File: config.mk
export PLATFORM = sky130hd
export DESIGN_NAME = alu_arbiter_flat
export DESIGN_NICKNAME = d
export VERILOG_FILES = /design/src/rtl/alu_arbiter_if.sv /design/src/rtl/alu_arbiter.sv /design/src/flat_wrapper.sv
export SDC_FILE = /design/constraint.sdc
export NUM_CORES = 1
export LEC_CHECK = 0
export CAP_MARGIN = 20
export CORE_MARGIN = 10
export CORE_UTILIZATION = 18
export DETAILED_ROUTE_END_ITERATION = 12
export PLACE_DENSITY = 0.76
export SLEW_MARGIN = 5
export SYNTH_ARGS = -nofsm -noshare
export SYNTH_HDL_FRONTEND = slang
export SYNTH_SLANG_ARGS = --single-unit
File: constraint.sdc
create_clock -name clk_i -period 1.42 [get_ports clk_i]
set_clock_uncertainty 0.05 [all_clocks]
set_input_delay 0.213 -clock clk_i [delete_from_list [all_inputs] [get_ports clk_i]]
set_output_delay 0.213 -clock clk_i [all_outputs]
set_load 0.005 [all_outputs]
File: src/rtl/alu_arbiter_if.sv
// ============================================================================
//  Module      : alu_arbiter_if
//  Description : Bundle of the two requester channels, the two response
//                channels and the shared-ALU port used by alu_arbiter.
//                The slave modport is the arbiter's view. The master modport
//                is the environment's view (requesters plus ALU).
//  Revision    : 1.0 - initial release
// ============================================================================
`default_nettype none

`ifndef RV_XLEN
`define RV_XLEN 32
`endif
`ifndef RV_ALUOP_RANGE
`define RV_ALUOP_RANGE 4:0
`endif

interface alu_arbiter_if;

    // Requester 0
    logic                      req0_valid_i;
    logic                      req0_ready_o;
    logic [`RV_XLEN-1:0]       req0_left_i;
    logic [`RV_XLEN-1:0]       req0_right_i;
    logic [`RV_ALUOP_RANGE]    req0_opcode_i;
    logic                      rsp0_valid_o;
    logic                      rsp0_ready_i;

    // Requester 1
    logic                      req1_valid_i;
    logic                      req1_ready_o;
    logic [`RV_XLEN-1:0]       req1_left_i;
    logic [`RV_XLEN-1:0]       req1_right_i;
    logic [`RV_ALUOP_RANGE]    req1_opcode_i;
    logic                      rsp1_valid_o;
    logic                      rsp1_ready_i;

    // Shared ALU
    logic [`RV_XLEN-1:0]       alu_op_left_o;
    logic [`RV_XLEN-1:0]       alu_op_right_o;
    logic [`RV_ALUOP_RANGE]    alu_op_opcode_o;
    logic                      alu_clk_en_o;
    logic [`RV_XLEN-1:0]       alu_op_result_i;

    // Shared response data
    logic [`RV_XLEN-1:0]       rsp_result_o;

    // Arbiter side
    modport slave (
        input  req0_valid_i, req0_left_i, req0_right_i, req0_opcode_i, rsp0_ready_i,
        input  req1_valid_i, req1_left_i, req1_right_i, req1_opcode_i, rsp1_ready_i,
        input  alu_op_result_i,
        output req0_ready_o, rsp0_valid_o,
        output req1_ready_o, rsp1_valid_o,
        output alu_op_left_o, alu_op_right_o, alu_op_opcode_o, alu_clk_en_o,
        output rsp_result_o
    );

    // Environment side: requesters and the ALU
    modport master (
        output req0_valid_i, req0_left_i, req0_right_i, req0_opcode_i, rsp0_ready_i,
        output req1_valid_i, req1_left_i, req1_right_i, req1_opcode_i, rsp1_ready_i,
        output alu_op_result_i,
        input  req0_ready_o, rsp0_valid_o,
        input  req1_ready_o, rsp1_valid_o,
        input  alu_op_left_o, alu_op_right_o, alu_op_opcode_o, alu_clk_en_o,
        input  rsp_result_o
    );

endinterface

`default_nettype wire

File: src/rtl/alu_arbiter.sv
// ============================================================================
//  Module      : alu_arbiter
//  Description : Two-requester arbiter in front of one shared, registered
//                ALU. A single result slot (EMPTY/FULL plus an owner bit)
//                tracks the one result the ALU register can hold.
//
//                A new operation may issue when the slot is empty. It may
//                also issue when the current owner drains the slot in the
//                same cycle. This gives one operation per cycle when the
//                response side keeps up.
//
//                Optional macro RV_ALU_ARB_RR_EN enables round-robin
//                arbitration. When it is undefined, requester 0 has fixed
//                priority.
//  Revision    : 1.0 - initial release
// ============================================================================
`default_nettype none

`ifndef RV_XLEN
`define RV_XLEN 32
`endif
`ifndef RV_ALUOP_RANGE
`define RV_ALUOP_RANGE 4:0
`endif

module alu_arbiter (
    input  wire logic    clk_i,
    input  wire logic    resetb_i,
    alu_arbiter_if.slave bus
);

    typedef enum logic [0:0] {
        SLOT_EMPTY = 1'b0,
        SLOT_FULL  = 1'b1
    } slot_t;

    slot_t  slot_q, slot_d;
    logic   owner_q, owner_d;     // requester that owns the result in the slot

    logic   owner_ready;          // owner consumes its result this cycle
    logic   issue_ok;             // ALU result register is free to be reloaded
    logic   any_valid;
    logic   sel;                  // requester selected by arbitration
    logic   issue;                // an operation transfers this cycle

    // Only the owner's ready matters. The non-owner's ready never affects
    // the grant.
    always_comb begin
        owner_ready = owner_q ? bus.rsp1_ready_i : bus.rsp0_ready_i;
    end

    // Decide whether the slot can accept a new result this cycle.
    always_comb begin
        any_valid = bus.req0_valid_i | bus.req1_valid_i;
        issue_ok  = (slot_q == SLOT_EMPTY) || owner_ready;
        // Holding the issue low while reset is asserted keeps every output
        // at zero, even if a requester presents valid during reset.
        issue     = resetb_i & issue_ok & any_valid;
    end

`ifdef RV_ALU_ARB_RR_EN
    logic prio_q, prio_d;         // requester favoured on a tie

    // Round-robin selection. On a tie, the favoured requester wins.
    always_comb begin
        if (bus.req0_valid_i && bus.req1_valid_i) begin
            sel = prio_q;
        end else begin
            sel = ~bus.req0_valid_i;
        end
    end

    // Only a real issue moves the pointer. The loser of the last grant
    // becomes the favoured requester.
    always_comb begin
        prio_d = prio_q;
        if (issue) begin
            prio_d = ~sel;
        end
    end

    // Round-robin pointer register.
    always_ff @(posedge clk_i or negedge resetb_i) begin
        if (!resetb_i) begin
            prio_q <= 1'b0;
        end else begin
            prio_q <= prio_d;
        end
    end
`else
    // Fixed priority: requester 0 wins whenever it is valid.
    always_comb begin
        sel = ~bus.req0_valid_i;
    end
`endif

    // Slot state and owner registers. Reset discards any pending result.
    always_ff @(posedge clk_i or negedge resetb_i) begin
        if (!resetb_i) begin
            slot_q  <= SLOT_EMPTY;
            owner_q <= 1'b0;
        end else begin
            slot_q  <= slot_d;
            owner_q <= owner_d;
        end
    end

    // Slot next state.
    // An issue always fills the slot for the new owner.
    // When the owner drains the slot with no new issue, the slot empties.
    // Otherwise the slot holds.
    always_comb begin
        slot_d  = slot_q;
        owner_d = owner_q;
        case (slot_q)
            SLOT_EMPTY: begin
                if (issue) begin
                    slot_d  = SLOT_FULL;
                    owner_d = sel;
                end
            end
            SLOT_FULL: begin
                if (issue) begin
                    slot_d  = SLOT_FULL;
                    owner_d = sel;
                end else if (owner_ready) begin
                    slot_d  = SLOT_EMPTY;
                end
            end
            default: begin
                slot_d  = SLOT_EMPTY;
                owner_d = 1'b0;
            end
        endcase
    end

    // Handshake, ALU drive and response outputs.
    // ALU operands are zero whenever nothing issues.
    always_comb begin
        bus.req0_ready_o    = 1'b0;
        bus.req1_ready_o    = 1'b0;
        bus.alu_clk_en_o    = 1'b0;
        bus.alu_op_left_o   = '0;
        bus.alu_op_right_o  = '0;
        bus.alu_op_opcode_o = '0;

        if (issue) begin
            bus.alu_clk_en_o = 1'b1;
            if (sel) begin
                bus.req1_ready_o    = 1'b1;
                bus.alu_op_left_o   = bus.req1_left_i;
                bus.alu_op_right_o  = bus.req1_right_i;
                bus.alu_op_opcode_o = bus.req1_opcode_i;
            end else begin
                bus.req0_ready_o    = 1'b1;
                bus.alu_op_left_o   = bus.req0_left_i;
                bus.alu_op_right_o  = bus.req0_right_i;
                bus.alu_op_opcode_o = bus.req0_opcode_i;
            end
        end

        bus.rsp0_valid_o = (slot_q == SLOT_FULL) && !owner_q;
        bus.rsp1_valid_o = (slot_q == SLOT_FULL) &&  owner_q;
        bus.rsp_result_o = resetb_i ? bus.alu_op_result_i : '0;
    end

endmodule

`default_nettype wire
File: src/flat_wrapper.sv
// flat-port wrapper written by rule: the top's interface ports become plain ports
module alu_arbiter_flat 
  (clk_i, resetb_i, bus_req0_valid_i, bus_req0_left_i, bus_req0_right_i, bus_req0_opcode_i, bus_rsp0_ready_i, bus_req1_valid_i, bus_req1_left_i, bus_req1_right_i, bus_req1_opcode_i, bus_rsp1_ready_i, bus_alu_op_result_i, bus_req0_ready_o, bus_rsp0_valid_o, bus_req1_ready_o, bus_rsp1_valid_o, bus_alu_op_left_o, bus_alu_op_right_o, bus_alu_op_opcode_o, bus_alu_clk_en_o, bus_rsp_result_o);
  alu_arbiter_if bus_i ();
  input  wire logic clk_i;
  input  wire logic resetb_i;
  input wire logic [$bits(bus_i.req0_valid_i)-1:0] bus_req0_valid_i;
  input wire logic [$bits(bus_i.req0_left_i)-1:0] bus_req0_left_i;
  input wire logic [$bits(bus_i.req0_right_i)-1:0] bus_req0_right_i;
  input wire logic [$bits(bus_i.req0_opcode_i)-1:0] bus_req0_opcode_i;
  input wire logic [$bits(bus_i.rsp0_ready_i)-1:0] bus_rsp0_ready_i;
  input wire logic [$bits(bus_i.req1_valid_i)-1:0] bus_req1_valid_i;
  input wire logic [$bits(bus_i.req1_left_i)-1:0] bus_req1_left_i;
  input wire logic [$bits(bus_i.req1_right_i)-1:0] bus_req1_right_i;
  input wire logic [$bits(bus_i.req1_opcode_i)-1:0] bus_req1_opcode_i;
  input wire logic [$bits(bus_i.rsp1_ready_i)-1:0] bus_rsp1_ready_i;
  input wire logic [$bits(bus_i.alu_op_result_i)-1:0] bus_alu_op_result_i;
  output wire logic [$bits(bus_i.req0_ready_o)-1:0] bus_req0_ready_o;
  output wire logic [$bits(bus_i.rsp0_valid_o)-1:0] bus_rsp0_valid_o;
  output wire logic [$bits(bus_i.req1_ready_o)-1:0] bus_req1_ready_o;
  output wire logic [$bits(bus_i.rsp1_valid_o)-1:0] bus_rsp1_valid_o;
  output wire logic [$bits(bus_i.alu_op_left_o)-1:0] bus_alu_op_left_o;
  output wire logic [$bits(bus_i.alu_op_right_o)-1:0] bus_alu_op_right_o;
  output wire logic [$bits(bus_i.alu_op_opcode_o)-1:0] bus_alu_op_opcode_o;
  output wire logic [$bits(bus_i.alu_clk_en_o)-1:0] bus_alu_clk_en_o;
  output wire logic [$bits(bus_i.rsp_result_o)-1:0] bus_rsp_result_o;
  assign bus_i.req0_valid_i = bus_req0_valid_i;
  assign bus_i.req0_left_i = bus_req0_left_i;
  assign bus_i.req0_right_i = bus_req0_right_i;
  assign bus_i.req0_opcode_i = bus_req0_opcode_i;
  assign bus_i.rsp0_ready_i = bus_rsp0_ready_i;
  assign bus_i.req1_valid_i = bus_req1_valid_i;
  assign bus_i.req1_left_i = bus_req1_left_i;
  assign bus_i.req1_right_i = bus_req1_right_i;
  assign bus_i.req1_opcode_i = bus_req1_opcode_i;
  assign bus_i.rsp1_ready_i = bus_rsp1_ready_i;
  assign bus_i.alu_op_result_i = bus_alu_op_result_i;
  assign bus_req0_ready_o = bus_i.req0_ready_o;
  assign bus_rsp0_valid_o = bus_i.rsp0_valid_o;
  assign bus_req1_ready_o = bus_i.req1_ready_o;
  assign bus_rsp1_valid_o = bus_i.rsp1_valid_o;
  assign bus_alu_op_left_o = bus_i.alu_op_left_o;
  assign bus_alu_op_right_o = bus_i.alu_op_right_o;
  assign bus_alu_op_opcode_o = bus_i.alu_op_opcode_o;
  assign bus_alu_clk_en_o = bus_i.alu_clk_en_o;
  assign bus_rsp_result_o = bus_i.rsp_result_o;
  alu_arbiter u_core (.clk_i(clk_i), .resetb_i(resetb_i), .bus(bus_i));
endmodule
==> results.cfg <==
[finish]
final-seq-area_um2 = 50.0
antennaDiodeCount = 0
layout-drive-gt1-share = 0.249
fill_cells = 707
syn_to_final_growth_pct = 227
final_nets = 684
multi_input_area_um2 = 1400
final_util = 0.604

[setup_path]
r2r_slack_ns = 0.03
arrival_ns = 1.69
critPathMostFrequentCell = buf_12
worst-r2r-cell-count = 6
critPathMaxFanout = 7
cp-start-kind = flip-flop
reg2reg_to = u_core.slot_q$_DFF_PN0_
critPathRequiredTime_ns = 1.16
crit_type = flip-flop to output pin
crit_slowest_cell = dfrtp_1
worstSetupStartpoint = u_core.owner_q$_DFFE_PN0P_
r2r_start = u_core.owner_q$_DFFE_PN0P_
slowest_delay_ns = 0.39
cp-end-kind = output pin
crit_chain = mux2_4, o21bai_4, buf_12, buf_12, clkbuf_16, nor2_2, buf_2

[global_route]
antenna_found_initial = 0
grt.overflow.total = 0
grt_pass1_wl_um = 16400
grt_usage = 0.176
grt_max_degree = 19
first_global_vias = 2849

[synthesis]
async_reset_ff_frac = 1.00
syn_nets = 383
synth-seq-area-share = 0.0351
syn_inst = 207
ys_ff_latch = 2
ys_top_cells_by_count = nor2_1, mux2i_1, and2_1
synth_area_um2 = 1430
synthFlopType = dfrtp_1
ys_warn_count = 0
synth_area_leaders = mux2i_1, nor2_1, and2_1, buf_6, dfrtp_1
synth_top_cell_by_area = mux2i_1
avgSynthCellArea_um2 = 6.90
synth_top_area_frac = 0.484
yosysMostFrequentCell = nor2_1
synth-edff-count = 0
yosysUniqueCellTypes = 16

[cts]
clk_latency_ns = 0.22
clkSinkCount = 2
cts_root_buf = clkbuf_8
clk_pin_slew_ns = 0.03
cts_tree = built
cts_buffer_depth = 2
ctsHoldBuffers = 0
htreeDepth = 1
cts_buffers = 3

[flow_run]
maxCapViolations = 0

[detailed_routing]
drcViolationCount = 0
routed_wl_um = 11700
drt_iter0_drc = 65
first_pass_iters = 4
vias_per_cell = 4.23
drtAntennaViolNets = 0
post_drt_wl_per_cell_um = 19.3
num_vias = 2574

[timing]
max_slew_margin = 0.779
fin_ws_ns = -0.531
fin_crit_ns = 1.95
hold_violations = 0
slew_viol_final = 0
rsz0062_at_grt = yes
setup_viol = 72
period_share = 1.37
worst_slew_pin_slew_ns = 0.322
timing.fmax_mhz = 513

[die]
die_y_um = 109
io_pins = 282
start_util = 0.185
core_um2 = 7730
die_area_um2 = 11900
rows = 32
die_x_um = 109

[place]
post-place-ws_ns = -0.763
place.gp.congestion = 0.869
dpl.hpwl_um = 9720
numPortBuffers = 281

[power]
p_leak_nw = 2.30
irDropWorstVdd_mv = 0.201
power.density_nw_per_um2 = 404

[worst_hold_path]
hold_class = primary input to async pin

[outcome]
violations = negative setup slack
status = finished with violations
[placed cells by master (no fill, tap or decap), types with 3 or more instances in the layout]
cell type / netlist / final
clkdlybuf4s50_1: 0 / 171
mux2i_1: 69 / 69
dlygate4sd2_1: 0 / 49
nor2_1: 74 / 47
and2_1: 33 / 33
buf_2: 7 / 33
buf_6: 7 / 20
nor2_4: 0 / 17
buf_4: 2 / 13
clkbuf_2: 0 / 11
nor2_2: 0 / 10
buf_12: 0 / 9
clkbuf_8: 0 / 3
buf_16: 0 / 3
clkdlybuf4s15_1: 0 / 3
[kinds of logic (layout without fill, tap and decap cells)]
group           after synthesis  count (layout)  synth area share
buf+inv                      21             320             0.103
compound gates                5               5            0.0237
mux                          70              70             0.492
flops                         2               2            0.0351
simple gates                109             109             0.346
[flip-flops by register name (all words and copies together) (netlist names)]
| register | flops |
|---|---|
| u_core.owner_q | 1 |
| u_core.slot_q | 1 |
[critical path: cells and delay by family, from the launching register on]
| family | cells | cell delay [ns] |
|---|---|---|
| buf+inv | 4 | 0.55 |
| flops | 1 | 0.39 |
| mux | 1 | 0.33 |
| compound gates | 1 | 0.16 |
| simple gates | 1 | 0.04 |
[worst max path at each step]
stage | to | slack (ns) | depth (start not counted)
final | bus_alu_op_right_o[25] | -0.53 | 7
after global routing | bus_alu_op_right_o[3] | -0.59 | 7
after CTS | bus_alu_op_left_o[31] | -0.64 | 7
after detailed placement | bus_alu_op_left_o[2] | -0.76 | 6
after global placement | bus_alu_op_left_o[0] | -0.74 | 6
after floorplan | bus_alu_op_left_o[0] | 0.008 | 5
[area by class of cell]
cell class              count  share of cell area
inverters                   2             0.00161
repair buffers            315               0.651
well taps                 102              0.0274
multi-input cells         184               0.300
clock buffers               3             0.00885
flip-flops and latches      2              0.0107
[per-layer routing]
| metal | share of wire | track usage | wire length [um] | vias up |
|---|---|---|---|---|
| li1 | - | - | - | 1280 |
| met1 | 0.35 | 0.183 | 4090 | 1138 |
| met2 | 0.53 | 0.329 | 6200 | 150 |
| met3 | 0.12 | 0.0732 | 1410 | 6 |
| met4 | 0.0045 | 0.0235 | 53 | 0 |
| met5 | 0 | 0 | 0 | - |
[timing repair]
| item | CTS | global route |
|---|---|---|
| cloned | 4 | 2 |
| resized for setup | 286 | 67 |
| pin swaps | 5 | 16 |
| setup endpoints to repair | 106 | 75 |
| buffers inserted | 15 | 2 |
[report_power, final]
group	leakage [nW]	internal, mW	switching (mW)
Combinational	2.26	1.02	0.564
Clock	0.0216	0.180	0.0496
Sequential	0.0233	0.0670	0.00687
[metrics by stage]
stage                     hold slack, ns  power, mW  instances  TNS [ns]  area [um2]
after floorplan                   -0.133      0.513        207         0        1430
after global placement             0.499       1.51        588    -66.72        4440
after detailed placement           0.517       1.52        588    -68.02        4440
after CTS                         0.0475       1.83        610    -37.79        4540
after global routing              0.0659       2.02        608    -38.34        4660
final                             0.0652       1.88        608    -33.79        4660
Power figures use the tool's default switching activity.
